===== src/rtl/sp_ram_arbiter_if.sv =====
// Two-master request/response bus plus the single-port RAM command port of sp_ram_arbiter.
interface sp_ram_arbiter_if #(
  parameter int ADDR_WIDTH = 15,
  parameter int DATA_WIDTH = 32
);
  localparam int BE_W = DATA_WIDTH / 8;

  logic                  m0_req_i,    m1_req_i;
  logic                  m0_gnt_o,    m1_gnt_o;
  logic [ADDR_WIDTH-1:0] m0_addr_i,   m1_addr_i;
  logic                  m0_we_i,     m1_we_i;
  logic [BE_W-1:0]       m0_be_i,     m1_be_i;
  logic [DATA_WIDTH-1:0] m0_wdata_i,  m1_wdata_i;
  logic                  m0_rvalid_o, m1_rvalid_o;
  logic [DATA_WIDTH-1:0] m0_rdata_o,  m1_rdata_o;

  logic                  ram_en_o;
  logic [ADDR_WIDTH-1:0] ram_addr_o;
  logic                  ram_we_o;
  logic [BE_W-1:0]       ram_be_o;
  logic [DATA_WIDTH-1:0] ram_wdata_o;
  logic [DATA_WIDTH-1:0] ram_rdata_i;
  logic                  init_done_o;

  modport slave (
    input  m0_req_i, m0_addr_i, m0_we_i, m0_be_i, m0_wdata_i,
    input  m1_req_i, m1_addr_i, m1_we_i, m1_be_i, m1_wdata_i,
    output m0_gnt_o, m0_rvalid_o, m0_rdata_o,
    output m1_gnt_o, m1_rvalid_o, m1_rdata_o,
    output ram_en_o, ram_addr_o, ram_we_o, ram_be_o, ram_wdata_o,
    input  ram_rdata_i,
    output init_done_o
  );

  modport master (
    output m0_req_i, m0_addr_i, m0_we_i, m0_be_i, m0_wdata_i,
    output m1_req_i, m1_addr_i, m1_we_i, m1_be_i, m1_wdata_i,
    input  m0_gnt_o, m0_rvalid_o, m0_rdata_o,
    input  m1_gnt_o, m1_rvalid_o, m1_rdata_o,
    input  ram_en_o, ram_addr_o, ram_we_o, ram_be_o, ram_wdata_o,
    output ram_rdata_i,
    input  init_done_o
  );
endinterface


===== src/rtl/sp_ram_arbiter.sv =====
// Round-robin arbiter sharing one single-port RAM between two masters, with optional
// zero-fill of the whole RAM after reset.
module sp_ram_arbiter #(
  parameter int ADDR_WIDTH = 15,
  parameter int DATA_WIDTH = 32,
  parameter int NUM_WORDS  = 32768,
  parameter int INIT_ZERO  = 1
) (
  input  logic         clk,
  input  logic         rst_n,
  sp_ram_arbiter_if.slave bus
);
  localparam int BE_W  = DATA_WIDTH / 8;
  localparam int W     = NUM_WORDS / BE_W;
  localparam int CNT_W = (W > 1) ? $clog2(W) : 1;

  localparam logic [0:0] ST_INIT = 1'b0;
  localparam logic [0:0] ST_RUN  = 1'b1;
  localparam logic [0:0] ST_RST  = (INIT_ZERO == 1) ? ST_INIT : ST_RUN;

  typedef struct packed {
    logic [ADDR_WIDTH-1:0] addr;
    logic                  we;
    logic [BE_W-1:0]       be;
    logic [DATA_WIDTH-1:0] wdata;
  } ram_cmd_t;

  logic [0:0]     state;
  logic           armed;
  logic [CNT_W-1:0] cnt;
  logic           prio;
  logic [1:0]     rsp_q;
  logic           run, zfill, en;
  logic [1:0]     req, gnt;
  ram_cmd_t       cmd, m0_cmd, m1_cmd;

  // armed keeps the RAM port and grants quiet while reset is held and until the first edge after release
  assign run   = armed && (state == ST_RUN);
  assign zfill = armed && (state == ST_INIT);
  assign req   = {bus.m1_req_i, bus.m0_req_i};
  assign gnt[0] = run & req[0] & (~req[1] | ~prio);
  assign gnt[1] = run & req[1] & (~req[0] |  prio);

  assign m0_cmd = '{addr: bus.m0_addr_i, we: bus.m0_we_i, be: bus.m0_be_i, wdata: bus.m0_wdata_i};
  assign m1_cmd = '{addr: bus.m1_addr_i, we: bus.m1_we_i, be: bus.m1_be_i, wdata: bus.m1_wdata_i};

  always_comb begin
    cmd = '0;
    en  = 1'b0;
    if (zfill) begin
      en       = 1'b1;
      cmd.addr = ADDR_WIDTH'(32'(cnt) * BE_W);
      cmd.we   = 1'b1;
      cmd.be   = '1;
    end else if (gnt[0]) begin
      en  = 1'b1;
      cmd = m0_cmd;
    end else if (gnt[1]) begin
      en  = 1'b1;
      cmd = m1_cmd;
    end
  end

  always_ff @(posedge clk or negedge rst_n) begin
    if (!rst_n) begin
      state <= ST_RST;
      armed <= 1'b0;
      cnt   <= '0;
      prio  <= 1'b0;
      rsp_q <= 2'b00;
    end else begin
      armed <= 1'b1;
      rsp_q <= gnt;
      if (gnt[0])      prio <= 1'b1;
      else if (gnt[1]) prio <= 1'b0;
      if (zfill) begin
        if (cnt == CNT_W'(W - 1)) begin
          state <= ST_RUN;
          cnt   <= '0;
        end else begin
          cnt <= cnt + 1'b1;
        end
      end
    end
  end

  assign bus.m0_gnt_o    = gnt[0];
  assign bus.m1_gnt_o    = gnt[1];
  assign bus.m0_rvalid_o = rsp_q[0];
  assign bus.m1_rvalid_o = rsp_q[1];
  assign bus.m0_rdata_o  = rsp_q[0] ? bus.ram_rdata_i : '0;
  assign bus.m1_rdata_o  = rsp_q[1] ? bus.ram_rdata_i : '0;
  assign bus.ram_en_o    = en;
  assign bus.ram_addr_o  = cmd.addr;
  assign bus.ram_we_o    = cmd.we;
  assign bus.ram_be_o    = cmd.be;
  assign bus.ram_wdata_o = cmd.wdata;
  assign bus.init_done_o = run;
endmodule


===== src/flat_wrapper.sv =====
// flat-port wrapper written by rule: the top's interface ports become plain ports
module sp_ram_arbiter_flat 
#(
  parameter int ADDR_WIDTH = 15,
  parameter int DATA_WIDTH = 32,
  parameter int NUM_WORDS  = 32768,
  parameter int INIT_ZERO  = 1
)
  (clk, rst_n, bus_m0_req_i, bus_m0_addr_i, bus_m0_we_i, bus_m0_be_i, bus_m0_wdata_i, bus_m1_req_i, bus_m1_addr_i, bus_m1_we_i, bus_m1_be_i, bus_m1_wdata_i, bus_m0_gnt_o, bus_m0_rvalid_o, bus_m0_rdata_o, bus_m1_gnt_o, bus_m1_rvalid_o, bus_m1_rdata_o, bus_ram_en_o, bus_ram_addr_o, bus_ram_we_o, bus_ram_be_o, bus_ram_wdata_o, bus_ram_rdata_i, bus_init_done_o);
  sp_ram_arbiter_if #(.ADDR_WIDTH(ADDR_WIDTH), .DATA_WIDTH(DATA_WIDTH)) bus_i ();
  input  logic clk;
  input  logic rst_n;
  input wire logic [$bits(bus_i.m0_req_i)-1:0] bus_m0_req_i;
  input wire logic [$bits(bus_i.m0_addr_i)-1:0] bus_m0_addr_i;
  input wire logic [$bits(bus_i.m0_we_i)-1:0] bus_m0_we_i;
  input wire logic [$bits(bus_i.m0_be_i)-1:0] bus_m0_be_i;
  input wire logic [$bits(bus_i.m0_wdata_i)-1:0] bus_m0_wdata_i;
  input wire logic [$bits(bus_i.m1_req_i)-1:0] bus_m1_req_i;
  input wire logic [$bits(bus_i.m1_addr_i)-1:0] bus_m1_addr_i;
  input wire logic [$bits(bus_i.m1_we_i)-1:0] bus_m1_we_i;
  input wire logic [$bits(bus_i.m1_be_i)-1:0] bus_m1_be_i;
  input wire logic [$bits(bus_i.m1_wdata_i)-1:0] bus_m1_wdata_i;
  output wire logic [$bits(bus_i.m0_gnt_o)-1:0] bus_m0_gnt_o;
  output wire logic [$bits(bus_i.m0_rvalid_o)-1:0] bus_m0_rvalid_o;
  output wire logic [$bits(bus_i.m0_rdata_o)-1:0] bus_m0_rdata_o;
  output wire logic [$bits(bus_i.m1_gnt_o)-1:0] bus_m1_gnt_o;
  output wire logic [$bits(bus_i.m1_rvalid_o)-1:0] bus_m1_rvalid_o;
  output wire logic [$bits(bus_i.m1_rdata_o)-1:0] bus_m1_rdata_o;
  output wire logic [$bits(bus_i.ram_en_o)-1:0] bus_ram_en_o;
  output wire logic [$bits(bus_i.ram_addr_o)-1:0] bus_ram_addr_o;
  output wire logic [$bits(bus_i.ram_we_o)-1:0] bus_ram_we_o;
  output wire logic [$bits(bus_i.ram_be_o)-1:0] bus_ram_be_o;
  output wire logic [$bits(bus_i.ram_wdata_o)-1:0] bus_ram_wdata_o;
  input wire logic [$bits(bus_i.ram_rdata_i)-1:0] bus_ram_rdata_i;
  output wire logic [$bits(bus_i.init_done_o)-1:0] bus_init_done_o;
  assign bus_i.m0_req_i = bus_m0_req_i;
  assign bus_i.m0_addr_i = bus_m0_addr_i;
  assign bus_i.m0_we_i = bus_m0_we_i;
  assign bus_i.m0_be_i = bus_m0_be_i;
  assign bus_i.m0_wdata_i = bus_m0_wdata_i;
  assign bus_i.m1_req_i = bus_m1_req_i;
  assign bus_i.m1_addr_i = bus_m1_addr_i;
  assign bus_i.m1_we_i = bus_m1_we_i;
  assign bus_i.m1_be_i = bus_m1_be_i;
  assign bus_i.m1_wdata_i = bus_m1_wdata_i;
  assign bus_m0_gnt_o = bus_i.m0_gnt_o;
  assign bus_m0_rvalid_o = bus_i.m0_rvalid_o;
  assign bus_m0_rdata_o = bus_i.m0_rdata_o;
  assign bus_m1_gnt_o = bus_i.m1_gnt_o;
  assign bus_m1_rvalid_o = bus_i.m1_rvalid_o;
  assign bus_m1_rdata_o = bus_i.m1_rdata_o;
  assign bus_ram_en_o = bus_i.ram_en_o;
  assign bus_ram_addr_o = bus_i.ram_addr_o;
  assign bus_ram_we_o = bus_i.ram_we_o;
  assign bus_ram_be_o = bus_i.ram_be_o;
  assign bus_ram_wdata_o = bus_i.ram_wdata_o;
  assign bus_i.ram_rdata_i = bus_ram_rdata_i;
  assign bus_init_done_o = bus_i.init_done_o;
  sp_ram_arbiter #(.ADDR_WIDTH(ADDR_WIDTH), .DATA_WIDTH(DATA_WIDTH), .NUM_WORDS(NUM_WORDS), .INIT_ZERO(INIT_ZERO)) u_core (.clk(clk), .rst_n(rst_n), .bus(bus_i));
endmodule

===== config.mk =====
export PLATFORM = sky130hd
export DESIGN_NAME = sp_ram_arbiter_flat
export DESIGN_NICKNAME = d
export VERILOG_FILES = /design/src/rtl/sp_ram_arbiter_if.sv /design/src/rtl/sp_ram_arbiter.sv /design/src/flat_wrapper.sv
export SDC_FILE = /design/constraint.sdc
export NUM_CORES = 1
export LEC_CHECK = 0
export CORE_AREA = 2 2 101 103
export DETAILED_ROUTE_END_ITERATION = 12
export DIE_AREA = 0 0 103 105
export GPL_TIMING_DRIVEN = 0
export MAX_ROUTING_LAYER = met4
export PLACE_DENSITY = 0.67
export SETUP_SLACK_MARGIN = 0.1
export SLEW_MARGIN = 20
export SYNTH_ARGS = -nofsm -noshare
export SYNTH_HDL_FRONTEND = slang
export SYNTH_SLANG_ARGS = --single-unit

===== constraint.sdc =====
create_clock -name clk -period 1.8 [get_ports clk]
set_input_delay 0.36 -clock clk [delete_from_list [all_inputs] [get_ports clk]]
set_output_delay 0.36 -clock clk [all_outputs]
set_load 0.05 [all_outputs]

==> impl_metrics.env <==
export IMPL_area_delta_synth_final_pct=204
export IMPL_start_util_pct=19.6
export IMPL_synth_distinct_cells=39
export IMPL_clock_sinks=18
export IMPL_synth_edff_count=0
export IMPL_ys_ff_latch=18
export IMPL_dp_hpwl_mm=9.68
export IMPL_finalHoldViolCount=0
export IMPL_final_cell_mix="clkdlybuf4s50_1 (137), and2_2 (60), buf_8 (48)"
export IMPL_grt_max_degree=19
export IMPL_cts_buffer_depth=2
export IMPL_yosysWarnings=0
export IMPL_io_pins=262
export IMPL_final_max_slew_viol_count=0
export IMPL_async_flop_share_pct=100
export IMPL_slew_limit_headroom_pct=42.7
export IMPL_hp_class="flip-flop to flip-flop"
export IMPL_syn_nets=380
export IMPL_final_setup_worst_slack_ns=-0.471
export IMPL_worst_pin_slew_ns=0.857
export IMPL_fill_cells=841
export IMPL_worstSetupPathType="flip-flop to output pin"
export IMPL_violations="negative setup slack"
export IMPL_grt_pass1_wl_mm=17.8
export IMPL_crit_fanout=5
export IMPL_drv_cap=0
export IMPL_ys_seq_area_share_pct=23.8
export IMPL_finClkSkew_ns=0.00581
export IMPL_clock_latency_ns=0.25
export IMPL_synthCells=239
export IMPL_synth_ff_type="dfrtp_1"
export IMPL_mostFrequentLayoutCell="clkdlybuf4s50_1"
export IMPL_num_vias=3053
export IMPL_grt_usage_pct=21.9
export IMPL_period_share_pct=126
export IMPL_ir_worst_vdd_uv=311
export IMPL_start_kind="flip-flop"
export IMPL_via_per_inst=4.56
export IMPL_cts_inserted_buffers=3
export IMPL_status="finished, violations left"
export IMPL_fmaxAchievable_mhz=440
export IMPL_setup_violations=55
export IMPL_syn_area_mm2=0.00189
export IMPL_io_buffers=261
export IMPL_overflow=0
export IMPL_power_density_mw_per_mm2=306
export IMPL_drtAntennaViolNets=0
export IMPL_drtIter0Drc=160
export IMPL_synth_area_per_cell_um2=7.92
export IMPL_drc=0
export IMPL_die_y_um=105
export IMPL_multi_input_area_mm2=0.00180
export IMPL_dieWidth_um=103
export IMPL_drive_above_1_share_pct=58.5
export IMPL_gp_congestion=0.832
export IMPL_setup_tns_ns=-17.96
export IMPL_nNetsFinal=677
export IMPL_core_mm2=0.00964
export IMPL_ctsHoldBuffers=0
export IMPL_min_period_ns=2.27
export IMPL_rows=36
export IMPL_rsz0062_at_grt="true"
export IMPL_post_drt_wl_per_cell_um=19.4
export IMPL_regArea_um2=455
export IMPL_arrival_ns=1.91
export IMPL_clk_pin_slew_worst_paths_ns=0.07
export IMPL_cts_tree="built"
export IMPL_antenna_found_initial=2
export IMPL_die_area_mm2=0.0108
export IMPL_p_leak_uw=0.00265
export IMPL_cp_required_ns=1.44
export IMPL_power_uw=1760
export IMPL_grt_pass1_vias=3163
export IMPL_cts_root_buf="clkbuf_8"
export IMPL_drtPass1Iterations=5
export IMPL_drt_wl_total_mm=13.0
export IMPL_endpoint_kind="output pin"
export IMPL_htree_levels=1
cells in the mapped netlist, types with 2 or more instances:
library cell | count | area [um^2]
o21ai_0 | 3 | 15.0
xor2_1 | 4 | 35.0
nand4_1 | 3 | 18.8
nor3_2 | 2 | 20.0
clkbuf_1 | 7 | 26.3
buf_2 | 13 | 65.1
or3_1 | 2 | 12.5
inv_1 | 5 | 18.8
a221o_1 | 7 | 70.1
nand2b_1 | 3 | 18.8
nor2_1 | 5 | 18.8
and3_1 | 2 | 12.5
and2_1 | 65 | 407
xnor2_1 | 4 | 35.0
dfrtp_1 | 18 | 450
a21oi_2 | 2 | 17.5
a22oi_1 | 9 | 67.6
nand3_1 | 6 | 30.0
a22o_1 | 34 | 298
nand2_1 | 25 | 93.8
a222oi_1 | 2 | 20.0
state kept, by name (all words and copies together) (netlist names):
signal	flops
u_core.cnt	13
u_core.rsp_q	2
u_core.armed	1
u_core.prio	1
u_core.state	1
per-layer routing:
layer / vias to the layer above / GRT usage (%) / wire length [um]
met5: - / - / 0
met4: 0 / 4.51 / 230
met3: 14 / 6.02 / 1090
met2: 135 / 39.9 / 6970
met1: 1446 / 23.4 / 4720
li1: 1458 / - / -
metrics by stage:
| stage | util, % | instance area, um^2 | setup WS [ns] | hold slack, ns | std cells |
|---|---|---|---|---|---|
| finish | 59.6 | 5750 | -0.471 | 0.497 | 670 |
| global route | 59.6 | 5750 | -0.516 | 0.531 | 670 |
| CTS | 54.9 | 5290 | -0.570 | 0.505 | 655 |
| detailed placement | 50.0 | 4820 | -1.30 | 0.493 | 633 |
| global placement | 50.0 | 4820 | -1.29 | 0.479 | 633 |
| floorplan | - | 2040 | 0.0834 | 0.0644 | 239 |
worst max-delay path: stages (launching register included):
cell and delay [ns]:
dfrtp_2 0.43, buf_6 0.13, nand3_4 0.09, a21oi_4 0.04, buf_12 0.13, buf_8 0.11, buf_8 0.12, buf_16 0.12
buf_6 0.11, a22o_4 0.22, buf_8 0.15
timing repair:
action                                  in CTS  in global routing
hold endpoints to repair                     0                  0
gates resized for setup                    823                122
buffers inserted                            12                 15
endpoints found under the setup margin     122                108
cloned                                       6                  3
pin swaps                                    3                  9
cell type report:
| cell class | count | share of cell area (%) |
|---|---|---|
| timing repair buffer | 292 | 53.0 |
| multi-input combinational | 197 | 31.3 |
| sequential | 18 | 7.92 |
| buffer | 18 | 3.46 |
| tap | 133 | 2.89 |
| clock buffer | 4 | 0.958 |
| inverter | 6 | 0.392 |
| antenna | 2 | 0.0871 |
final timing paths:
kind                                from                   to  slack [ns]  depth (start not counted)
min                        u_core.cnt[6]        u_core.cnt[6]        0.50                          1
max                         u_core.state  bus_ram_wdata_o[16]       -0.47                         10
max reg2reg                 u_core.state       u_core.cnt[11]        0.15                          6
min reg2reg                u_core.cnt[6]        u_core.cnt[6]        0.50                          1
min in group asynchronous          rst_n       u_core.cnt[10]        0.59                          1
max in group asynchronous          rst_n         u_core.armed        0.62                          1
logic make-up after synthesis:
| group | after synthesis | synth area share (%) |
|---|---|---|
| AO/OA/AOI/OAI | 62 | 27.6 |
| XOR/XNOR | 8 | 3.70 |
| adder cells (fa/ha/maj) | 1 | 0.661 |
| buffers and inverters | 26 | 6.02 |
| flip-flops | 18 | 23.8 |
| other | 1 | 0.198 |
| AND/OR/NAND/NOR | 123 | 38.0 |
power breakdown:
part           internal (uW)  switching (uW)  total [uW]
Clock                    194             138         332
Sequential               469            77.1         546
Combinational            487             396         883
Total                   1150             611        1760
Power figures use the tool's default switching activity.
